--- src/rtl/coh_bus_nc.sv ---
// coh_bus_nc: N-core pipelined snooping coherence bus.
//
// Each cycle one requesting L1 is chosen by a rotating round-robin arbiter and
// its request is broadcast to all caches and to the memory controller. Requests
// that return data (GET_S / GET_M) take an entry in an in-order response queue.
// That entry is filled either by a snooping core in the accept cycle or later
// by the memory controller, which may fill entries out of order. Responses
// leave the queue strictly in order.
//
// Message encoding (2 bits per core): 0 NONE, 1 GET_S, 2 GET_M, 3 PUT_M.
//
// Ports:
//   clk, rst_n                     clock, async active-low reset
//   req_en/tag/idx/data/msg_i      per-core request, core k in slice k
//   snp_rsp_vld_i, snp_rsp_data_i  snoop data for the request on the bus
//   rsp_ack_i                      requester consumed the head response
//   req_ack_o                      one-hot request accept
//   mem_rsp_ack_i                  memory controller accepted the bus request
//   mem_rsp_vld/ptr/data_i         memory fill of queue entry ptr
//   mem_rsp_ptr_o                  queue tail tagging the issued request
//   bus_req_*_o                    broadcast request, msg NONE when idle
//   bus_rsp_*_o                    head response, addr = {tag, idx, 3'b0}
//   rspq_cnt_o                     occupied queue entries
//   proto_err_o                    sticky protocol error
module coh_bus_nc #(
   parameter int NUM_CORES  = 4,
   parameter int RSPQ_DEPTH = 4,
   parameter int TAG_W      = 51,
   parameter int IDX_W      = 10,
   parameter int DATA_W     = 64,
   localparam int ID_W      = $clog2(NUM_CORES),
   localparam int PTR_W     = $clog2(RSPQ_DEPTH)
) (
   input  logic                      clk,
   input  logic                      rst_n,
   input  logic [NUM_CORES-1:0]      req_en_i,
   input  logic [NUM_CORES*TAG_W-1:0]  req_tag_i,
   input  logic [NUM_CORES*IDX_W-1:0]  req_idx_i,
   input  logic [NUM_CORES*DATA_W-1:0] req_data_i,
   input  logic [NUM_CORES*2-1:0]      req_msg_i,
   input  logic [NUM_CORES-1:0]      snp_rsp_vld_i,
   input  logic [NUM_CORES*DATA_W-1:0] snp_rsp_data_i,
   input  logic [NUM_CORES-1:0]      rsp_ack_i,
   output logic [NUM_CORES-1:0]      req_ack_o,
   input  logic                      mem_rsp_ack_i,
   input  logic                      mem_rsp_vld_i,
   input  logic [PTR_W-1:0]          mem_rsp_ptr_i,
   input  logic [DATA_W-1:0]         mem_rsp_data_i,
   output logic [PTR_W-1:0]          mem_rsp_ptr_o,
   output logic [ID_W-1:0]           bus_req_id_o,
   output logic [TAG_W-1:0]          bus_req_tag_o,
   output logic [IDX_W-1:0]          bus_req_idx_o,
   output logic [1:0]                bus_req_msg_o,
   output logic [DATA_W-1:0]         bus_req_data_o,
   output logic                      bus_rsp_vld_o,
   output logic [ID_W-1:0]           bus_rsp_id_o,
   output logic [DATA_W-1:0]         bus_rsp_data_o,
   output logic [63:0]               bus_rsp_addr_o,
   output logic [PTR_W:0]            rspq_cnt_o,
   output logic                      proto_err_o
);

   localparam logic [1:0] MSG_NONE  = 2'd0;
   localparam logic [1:0] MSG_GET_S = 2'd1;
   localparam logic [1:0] MSG_GET_M = 2'd2;
   localparam logic [PTR_W:0] PTR_ONE = (PTR_W+1)'(1);

   function automatic logic [ID_W-1:0] rr_idx(input logic [ID_W-1:0] base, input int off);
      return ID_W'((int'(base) + off) % NUM_CORES);
   endfunction

   logic              q_vld  [RSPQ_DEPTH];
   logic              q_rdy  [RSPQ_DEPTH];
   logic [TAG_W-1:0]  q_tag  [RSPQ_DEPTH];
   logic [IDX_W-1:0]  q_idx  [RSPQ_DEPTH];
   logic [ID_W-1:0]   q_id   [RSPQ_DEPTH];
   logic [DATA_W-1:0] q_data [RSPQ_DEPTH];

   // Pointers carry the wrap bit in their MSB.
   logic [PTR_W:0]    head_f, tail_f;
   logic [PTR_W-1:0]  head, tail;
   logic [ID_W-1:0]   rr_ptr;
   logic              proto_err;

   logic [TAG_W-1:0]  tag_k  [NUM_CORES];
   logic [IDX_W-1:0]  idx_k  [NUM_CORES];
   logic [DATA_W-1:0] data_k [NUM_CORES];
   logic [1:0]        msg_k  [NUM_CORES];
   logic [NUM_CORES-1:0] pend_hit, elig, head_onehot;
   logic              grant_vld;
   logic [ID_W-1:0]   grant_id;
   logic [DATA_W-1:0] snp_sel;
   logic              snp_any, snp_multi, full, pop, stall, accept, alloc;
   logic              mem_ok, mem_err, ack_err;

   always_comb begin
      for (int k = 0; k < NUM_CORES; k++) begin
         tag_k[k]  = req_tag_i[k*TAG_W +: TAG_W];
         idx_k[k]  = req_idx_i[k*IDX_W +: IDX_W];
         data_k[k] = req_data_i[k*DATA_W +: DATA_W];
         msg_k[k]  = req_msg_i[k*2 +: 2];
      end
   end

   // A core whose line already has an outstanding entry waits until it pops.
   always_comb begin
      pend_hit = '0;
      for (int k = 0; k < NUM_CORES; k++) begin
         for (int e = 0; e < RSPQ_DEPTH; e++) begin
            if (q_vld[e] && q_tag[e] == tag_k[k] && q_idx[e] == idx_k[k]) begin
               pend_hit[k] = 1'b1;
            end
         end
      end
      elig = req_en_i & ~pend_hit;
   end

   // Scan downwards so the core closest to rr_ptr is written last and wins.
   always_comb begin
      grant_vld = 1'b0;
      grant_id  = '0;
      for (int i = NUM_CORES-1; i >= 0; i--) begin
         if (elig[rr_idx(rr_ptr, i)]) begin
            grant_vld = 1'b1;
            grant_id  = rr_idx(rr_ptr, i);
         end
      end
   end

   always_comb begin
      snp_sel = '0;
      for (int i = NUM_CORES-1; i >= 0; i--) begin
         if (snp_rsp_vld_i[i]) snp_sel = snp_rsp_data_i[i*DATA_W +: DATA_W];
      end
   end

   assign snp_any   = |snp_rsp_vld_i;
   assign snp_multi = |(snp_rsp_vld_i & (snp_rsp_vld_i - NUM_CORES'(1)));

   assign head = head_f[PTR_W-1:0];
   assign tail = tail_f[PTR_W-1:0];
   assign full = (head == tail) && (head_f[PTR_W] != tail_f[PTR_W]);

   assign bus_rsp_vld_o  = q_vld[head] & q_rdy[head];
   assign bus_rsp_id_o   = q_id[head];
   assign bus_rsp_data_o = q_data[head];
   assign bus_rsp_addr_o = 64'({q_tag[head], q_idx[head], 3'b000});

   assign pop         = bus_rsp_vld_o & rsp_ack_i[bus_rsp_id_o];
   assign head_onehot = bus_rsp_vld_o ? (NUM_CORES'(1) << bus_rsp_id_o) : '0;
   assign ack_err     = |(rsp_ack_i & ~head_onehot);

   assign mem_ok  = q_vld[mem_rsp_ptr_i] & ~q_rdy[mem_rsp_ptr_i];
   assign mem_err = mem_rsp_vld_i & ~mem_ok;

   // A pop frees the tail slot of a full queue in the same cycle.
   assign stall  = full & ~pop;
   assign accept = grant_vld & ~stall & (snp_any | mem_rsp_ack_i);
   assign alloc  = accept & (msg_k[grant_id] == MSG_GET_S || msg_k[grant_id] == MSG_GET_M);

   assign req_ack_o      = accept ? (NUM_CORES'(1) << grant_id) : '0;
   assign bus_req_id_o   = grant_vld ? grant_id : '0;
   assign bus_req_tag_o  = grant_vld ? tag_k[grant_id] : '0;
   assign bus_req_idx_o  = grant_vld ? idx_k[grant_id] : '0;
   assign bus_req_msg_o  = grant_vld ? msg_k[grant_id] : MSG_NONE;
   assign bus_req_data_o = grant_vld ? data_k[grant_id] : '0;

   assign mem_rsp_ptr_o = tail;
   assign rspq_cnt_o    = tail_f - head_f;
   assign proto_err_o   = proto_err;

   // Later writes override earlier ones: pop clear < memory fill < snoop fill / allocation.
   always_ff @(posedge clk or negedge rst_n) begin
      if (!rst_n) begin
         head_f    <= '0;
         tail_f    <= '0;
         rr_ptr    <= '0;
         proto_err <= 1'b0;
         for (int e = 0; e < RSPQ_DEPTH; e++) begin
            q_vld[e]  <= 1'b0;
            q_rdy[e]  <= 1'b0;
            q_tag[e]  <= '0;
            q_idx[e]  <= '0;
            q_id[e]   <= '0;
            q_data[e] <= '0;
         end
      end else begin
         if (pop) begin
            q_vld[head]  <= 1'b0;
            q_rdy[head]  <= 1'b0;
            q_tag[head]  <= '0;
            q_idx[head]  <= '0;
            q_id[head]   <= '0;
            q_data[head] <= '0;
            head_f       <= head_f + PTR_ONE;
         end
         if (mem_rsp_vld_i && mem_ok) begin
            q_data[mem_rsp_ptr_i] <= mem_rsp_data_i;
            q_rdy[mem_rsp_ptr_i]  <= 1'b1;
         end
         if (alloc) begin
            q_vld[tail] <= 1'b1;
            q_rdy[tail] <= snp_any;
            q_tag[tail] <= tag_k[grant_id];
            q_idx[tail] <= idx_k[grant_id];
            q_id[tail]  <= grant_id;
            if (snp_any) q_data[tail] <= snp_sel;
            tail_f      <= tail_f + PTR_ONE;
         end
         if (accept) rr_ptr <= rr_idx(grant_id, 1);
         if ((accept && snp_multi) || mem_err || ack_err) proto_err <= 1'b1;
      end
   end

endmodule

--- config.mk ---
export PLATFORM = sky130hd
export DESIGN_NAME = coh_bus_nc
export DESIGN_NICKNAME = d
export VERILOG_FILES = /design/src/rtl/coh_bus_nc.sv
export SDC_FILE = /design/constraint.sdc
export NUM_CORES = 2
export LEC_CHECK = 0
export BUFFER_PORTS_ARGS = -buffer_cell sky130_fd_sc_hd__buf_2
export CAP_MARGIN = 20
export CORE_AREA = 2 2 439 441
export CTS_CLUSTER_SIZE = 28
export DETAILED_ROUTE_END_ITERATION = 6
export DIE_AREA = 0 0 441 443
export PLACE_DENSITY = 0.53
export SYNTH_ARGS = -nofsm -noshare
export SYNTH_HDL_FRONTEND = slang
export SYNTH_SLANG_ARGS = --single-unit
--- constraint.sdc ---
create_clock -name clk -period 4.65 [get_ports clk]
set_input_delay 0.465 -clock clk [delete_from_list [all_inputs] [get_ports clk]]
set_output_delay 0.465 -clock clk [all_outputs]
set_load 0.02 [all_outputs]
Word level (Yosys, flattened, before mapping)

Cells that the tools add are included.

Add/subtract/negate cells: 8
Shifts and indexed selects: 2
Equality and inequality tests: 36
Reductions and logical operators: 44
Order comparisons: 12
Bitwise operators: 35
Muxes and demuxes: 126

Operators by type and width:

| operator                                | count |
|---|---|
| two-way mux 256 bit                     | 4 |
| equality test 51 bit                    | 16 |
| two-way mux 64 bit                      | 12 |
| bitwise mux 256 bit                     | 2 |
| two-way mux 204 bit                     | 2 |
| demux 64 bit (select 2 bit)             | 3 |
| two-way mux 51 bit                      | 7 |
| bitwise AND 256 bit                     | 1 |
| binary-select mux 64 bit (select 2 bit) | 2 |
| inverter 256 bit                        | 1 |
| bitwise AND 204 bit                     | 1 |
| binary-select mux 51 bit (select 2 bit) | 2 |
| bitwise mux 204 bit                     | 1 |
| demux 51 bit (select 2 bit)             | 2 |
| inverter 204 bit                        | 1 |
| equality test 10 bit                    | 16 |
| two-way mux 40 bit                      | 2 |
| two-way mux 10 bit                      | 7 |
| bitwise AND 40 bit                      | 1 |
| binary-select mux 10 bit (select 2 bit) | 2 |
| bitwise mux 40 bit                      | 1 |
| demux 10 bit (select 2 bit)             | 2 |
| inverter 40 bit                         | 1 |
| logical AND 1 bit                       | 38 |
| 34 further kinds                        | 136 |

Output and inout bits: 270
Bits of input ports: 846
Register bits: 525

Logic depth before layout (Yosys ltp)

Depth after elaboration: 23
Mapped depth: 16

Worst setup path before layout

Ideal clock, no wire load.

Path kind: input -> output
Start point: in req_tag_i[73]
End point: out bus_req_data_o[44]
Path slack: 528 ps
Data arrival time: 3657 ps
Stages: 14
Buffers on the path: 4
Required time: 4185 ps
Cell sequence: clkbuf_1 -> xnor2_1 -> nand4_1 -> nor4_1 -> nand4_1 -> o41ai_1 -> nor3_1 -> a2bb2oi_2 -> nor2_4 -> buf_2 -> buf_2 -> buf_1 -> nand2_1 -> a311oi_1

Longest elaborated chain between the ends: 20
Elaborated cells between the ends (all ways): 39
Those cells by class: 4 x eq/ne; 24 x mux; 3 x bitwise; 8 x reduce/logical

Ends and longest elaborated chain:

| element                                               | RTL line | source |
|---|---|---|
| start: declaration                                    | 37       | `input logic [NUM_CORES*TAG_W-1:0] req_tag_i,` |
| equality test 51 bit                                  | 110      | `if (q_vld[e] && q_tag[e] == tag_k[k] && q_idx[e] == idx_k[k]) begin` |
| logical AND 1 bit (2 in a row)                        | 110      |  |
| two-way mux 1 bit (3 in a row)                        | 110      |  |
| two-way mux 1 bit *                                   | 110      |  |
| inverter 4 bit *                                      | 115      | `elig = req_en_i & ~pend_hit;` |
| bitwise AND 4 bit *                                   | 115      |  |
| binary-select mux 1 bit (select 2 bit)                | 123      | `if (elig[rr_idx(rr_ptr, i)]) begin` |
| two-way mux 1 bit (not written as such)               | 123      |  |
| two-way mux 2 bit (4 in a row)                        | 123      |  |
| inverter 2 -> 3 bit (not written as such)             | 166      | `assign bus_req_data_o = grant_vld ? data_k[grant_id] : '0;` |
| binary-select mux 64 bit (select 2 bit)               | 166      |  |
| two-way mux 64 bit (not written as such) (2 in a row) | 166      |  |
| two-way mux 64 bit *                                  | 166      |  |
| end: declaration                                      | 54       | `output logic [DATA_W-1:0] bus_req_data_o,` |

Mark *: on every way between the ends. The rest lies on a longest branch, timed or not. The select of a mux whose other input is x is not followed.

Worst setup path in the final report

Start point: reg q_tag[81] (netlist name)
End point: out bus_req_data_o[63]

Longest elaborated chain between the ends: 18
Elaborated cells between the ends (all ways): 43
Those cells by class: 4 x eq/ne; 28 x mux; 3 x bitwise; 8 x reduce/logical

Ends and longest elaborated chain:

| element                                               | RTL line | source |
|---|---|---|
| start: declaration                                    | 74       | `logic [TAG_W-1:0] q_tag [RSPQ_DEPTH];` |
| start signal: indexed assignment                      | 204      | `q_tag[tail] <= tag_k[grant_id];` |
| equality test 51 bit                                  | 110      |  |
| logical AND 1 bit (2 in a row)                        | 110      |  |
| two-way mux 1 bit (2 in a row)                        | 110      |  |
| inverter 4 bit *                                      | 115      |  |
| bitwise AND 4 bit *                                   | 115      |  |
| binary-select mux 1 bit (select 2 bit)                | 123      |  |
| two-way mux 1 bit (not written as such)               | 123      |  |
| two-way mux 2 bit (4 in a row)                        | 123      |  |
| inverter 2 -> 3 bit (not written as such)             | 166      |  |
| binary-select mux 64 bit (select 2 bit)               | 166      |  |
| two-way mux 64 bit (not written as such) (2 in a row) | 166      |  |
| two-way mux 64 bit *                                  | 166      |  |

Marks and branches as above.

==> impl_metrics.yaml <==
status:
  status: "complete, but fails checks"
  violations: "setup timing"
worst_setup_path:
  cp_common_cell: "buf_4"
  path_cells: "buf_4, xor2_1, nor4_1, buf_4, nand4_1, o22ai_4, buf_4, nor2_1, o21ai_2, nor2_4, buf_4, inv_2, buf_12, buf_8, nand2_1, buf_4, a311oi_4, buf_4, buf_6"
  worstPathMaxFanout: 5
  worst_ep_required_time_ns: 4.18
  critical_path_arrival_ns: 5.34
  slowest_stage: "nor4_1"
  critPathMaxStageDelay_ns: 1.01
  crit_path_end_kind: "primary output"
  worstSetupPathType: "reg -> out"
  cp-start-kind: "flip-flop"
clock_tree:
  numCtsBuffers: 73
  cts_tree: "built"
  clock_latency_ns: 0.78
  clockBufferDepth: 3
  cts_max_level: 3
  clkSinkCount: 525
  cts-root-buf: "clkbuf_16"
  clk_pin_slew_worst_paths_ns: 0.06
routing:
  wl_per_cell_um: 47.6
  vias_per_cell: 5.81
  dr_total_vias: 58508
  drt_iter0_markers: 8018
  remaining_drc_errors: 0
  dr.pass1.iters: 7
  routed_wl_um: 479000
  postRouteAntennaNets: 0
placement:
  place_congestion: 1.14
  port_buffers: 1112
  dp_slack_ns: -1.60
  place_area_um2: 66700
  dp_hpwl_um: 399000
synth:
  yosys-top-cells-area: "dfrtp_1, mux2i_1, xnor2_1"
  synth_top_area_cell: "dfrtp_1"
  synthesis.instances: 5200
  synth.avg_cell_area_um2: 8.91
  synth-edff-count: 0
  ys_ff_latch: 525
  synth_flop_cell: "dfrtp_1"
  ys_warn_count: 0
  ys_seq_area_share_pct: 28.4
  synth_area_um2: 46300
  yosys.area.top_type_share_pct: 28.4
  synthArstFlopShare_pct: 100
  synthDistinctLibCells: 72
sta:
  clock.fmax_mhz: 172
  finalCritPeriodShare_pct: 125
  setup_viol: 633
  fin_setup_tns_ns: -233.04
  finalHoldViolCount: 0
  rsz0062_at_grt: "true"
  finalWorstSetupSlack_ns: -1.15
  tightest_slew_ns: 1.18
  fin_skew_ns: 0.0637
  period_needed_ns: 5.80
  slew_viol_final: 0
  relSlewSlack_pct: 20.7
run:
  cap_violations: 0
die:
  die_area_um2: 195000
  ios: 1116
  start_util_pct: 24.2
  core_area_um2: 191000
  die_height_um: 443
  fp.dieW_um: 441
  fp-row-count: 161
layout:
  area_growth_syn_to_layout_pct: 62.7
  design_area_um2: 75400
  drive_gt1_share_pct: 48.3
  nFillCells: 19324
  nNetsFinal: 8275
grt:
  grt_pass1_vias: 55924
  track_usage_pct: 47.2
  grt_start_max_net_pins: 111
  antenna_found_initial: 112
  grt_pass1_wl_um: 597000
  gr-total-overflow: 0
power_and_ir_drop:
  p_sw_share_pct: 51.8
  peakVddDrop_uv: 444
  clockPowerShare_pct: 10.4
  p_switching_w: 0.0316
  p_per_area_nw_per_um2: 808
  p_leak_nw: 35.6
  power_w: 0.0609
  p_seq_share_pct: 15.3
  p_comb_share_pct: 74.2
  intPower_w: 0.0293
hold_path:
  min-delay-path-class: "in -> reg"
==> flip-flops by register name, indices dropped and copies added, names as in the netlist <==
name and flops:
head_f 3, proto_err_o 1, rr_ptr 2, q_rdy 4, tail_f 3, q_data 256, q_id 8, q_idx 40
q_vld 4, q_tag 204
==> timing repair <==
action,in CTS,in global routing
gates resized for setup,575,333
gates cloned,20,17
setup endpoints to repair,655,636
buffers inserted,74,72
hold endpoints to repair,73,0
hold buffers,2,0
pin swaps,107,64
==> final timing paths <==
kind                       slack, ns                   from                 endpoint  cells after the start
setup / recovery               -1.15    q_tag[81]$_DFF_PN0_       bus_req_data_o[63]                     19
hold / removal                  0.04           rsp_ack_i[3]  proto_err_o$_DFFE_PN0P_                      3
setup reg to reg               -0.44   q_tag[110]$_DFF_PN0_     q_data[56]$_DFF_PN0_                     22
hold reg to reg                 0.50  head_f[2]$_DFFE_PN0P_    head_f[2]$_DFFE_PN0P_                      1
max in group asynchronous       2.72                  rst_n      q_idx[19]$_DFF_PN0_                      3
min in group asynchronous       0.42                  rst_n      q_tag[70]$_DFF_PN0_                      2
==> through the flow <==
step / hold slack (ns) / cells / utilization (%)
final: 0.0417 / 10071 / 39.4
after global routing: 0.0463 / 10019 / 39.4
after CTS: 0.00601 / 9921 / 38.2
after detailed placement: 0.488 / 9703 / 34.9
after global placement: 0.480 / 9702 / 34.9
after floorplan: 0.169 / 5202 / -
==> cell type report <==
cell class	count	area, um^2	share of cell area (%)
Inverter	142	538	0.714
Tap cell	2526	3160	4.19
Clock inverter	38	606	0.803
Clock buffer	93	2010	2.67
Multi-Input combinational cell	3799	32300	42.8
Timing Repair Buffer	2873	23500	31.1
Sequential cell	525	13200	17.5
Antenna cell	75	188	0.249
==> synth_stat cells, types with 6 or more instances <==
master / count
o22ai_1: 53
a22oi_1: 66
and3_1: 260
buf_4: 19
ha_1: 14
xnor2_1: 568
dfrtp_1: 525
o21ai_0: 17
a21o_1: 7
a21oi_1: 394
nor2b_1: 21
nand3_1: 7
buf_2: 43
nand2b_1: 80
o221ai_1: 9
buf_12: 15
nor3_1: 6
a311oi_1: 67
mux2i_1: 629
clkbuf_1: 583
mux4_2: 128
xor2_1: 212
inv_1: 137
mux2_2: 125
o2bb2ai_1: 16
o2111ai_1: 29
nor4_1: 116
nor2_1: 268
buf_6: 24
nand2_1: 419
nand4_1: 163
buf_1: 49
a22o_1: 33
==> power by group through the flow <==
stage          Sequential (W)  Combinational (W)  Clock [W]
6_report              0.00933             0.0452    0.00636
5_1_grt               0.00933             0.0454    0.00653
3_5_place_dp          0.00911             0.0391          0
4_1_cts               0.00910             0.0421    0.00637
2_1_floorplan         0.00733             0.0180          0
3_3_place_gp          0.00910             0.0391          0
==> worst max-delay path: cells and delay by family, from the launching register on <==
family,cells,cell delay [ns]
xor+xnor,1,0.20
flops,1,0.44
compound gates,3,0.92
simple gates,5,1.39
buf+inv,10,1.59
==> layout by cell type, fill, tap and decap left out, types with 33 or more instances in the layout <==
master,count
buf_12,238
nand2b_1,79
nand4_1,163
buf_6,106
diode_2,75
nor2_1,158
a21oi_1,393
o22ai_1,52
mux4_2,128
buf_2,989
xnor2_2,33
nand2_1,396
mux2_4,112
a311oi_2,43
dfrtp_1,509
nor4_1,78
clkbuf_16,88
a22oi_1,66
and3_1,258
inv_1,135
mux2i_1,603
xor2_1,208
nor2_4,79
buf_4,1477
xnor2_1,527
==> cell families after synthesis <==
family / after synthesis / synth area share (%)
AO/OA/AOI/OAI: 748 / 10.5
XOR/XNOR: 780 / 14.7
adder cells (fa/ha/maj): 16 / 0.443
buffers and inverters: 878 / 8.31
flip-flops: 525 / 28.4
multiplexers: 882 / 22.8
other: 1 / 0.00809
AND/OR/NAND/NOR: 1370 / 14.8
==> per-layer routing <==
layer / wire length, um / track usage [%] / up-vias
met3: 51000 / 13.7 / 1123
met2: 193000 / 66.2 / 4587
met4: 42100 / 32.8 / 46
met1: 192000 / 61.6 / 30032
li1: - / - / 22720
met5: 310 / 0 / -
Power figures use the tool's default switching activity.
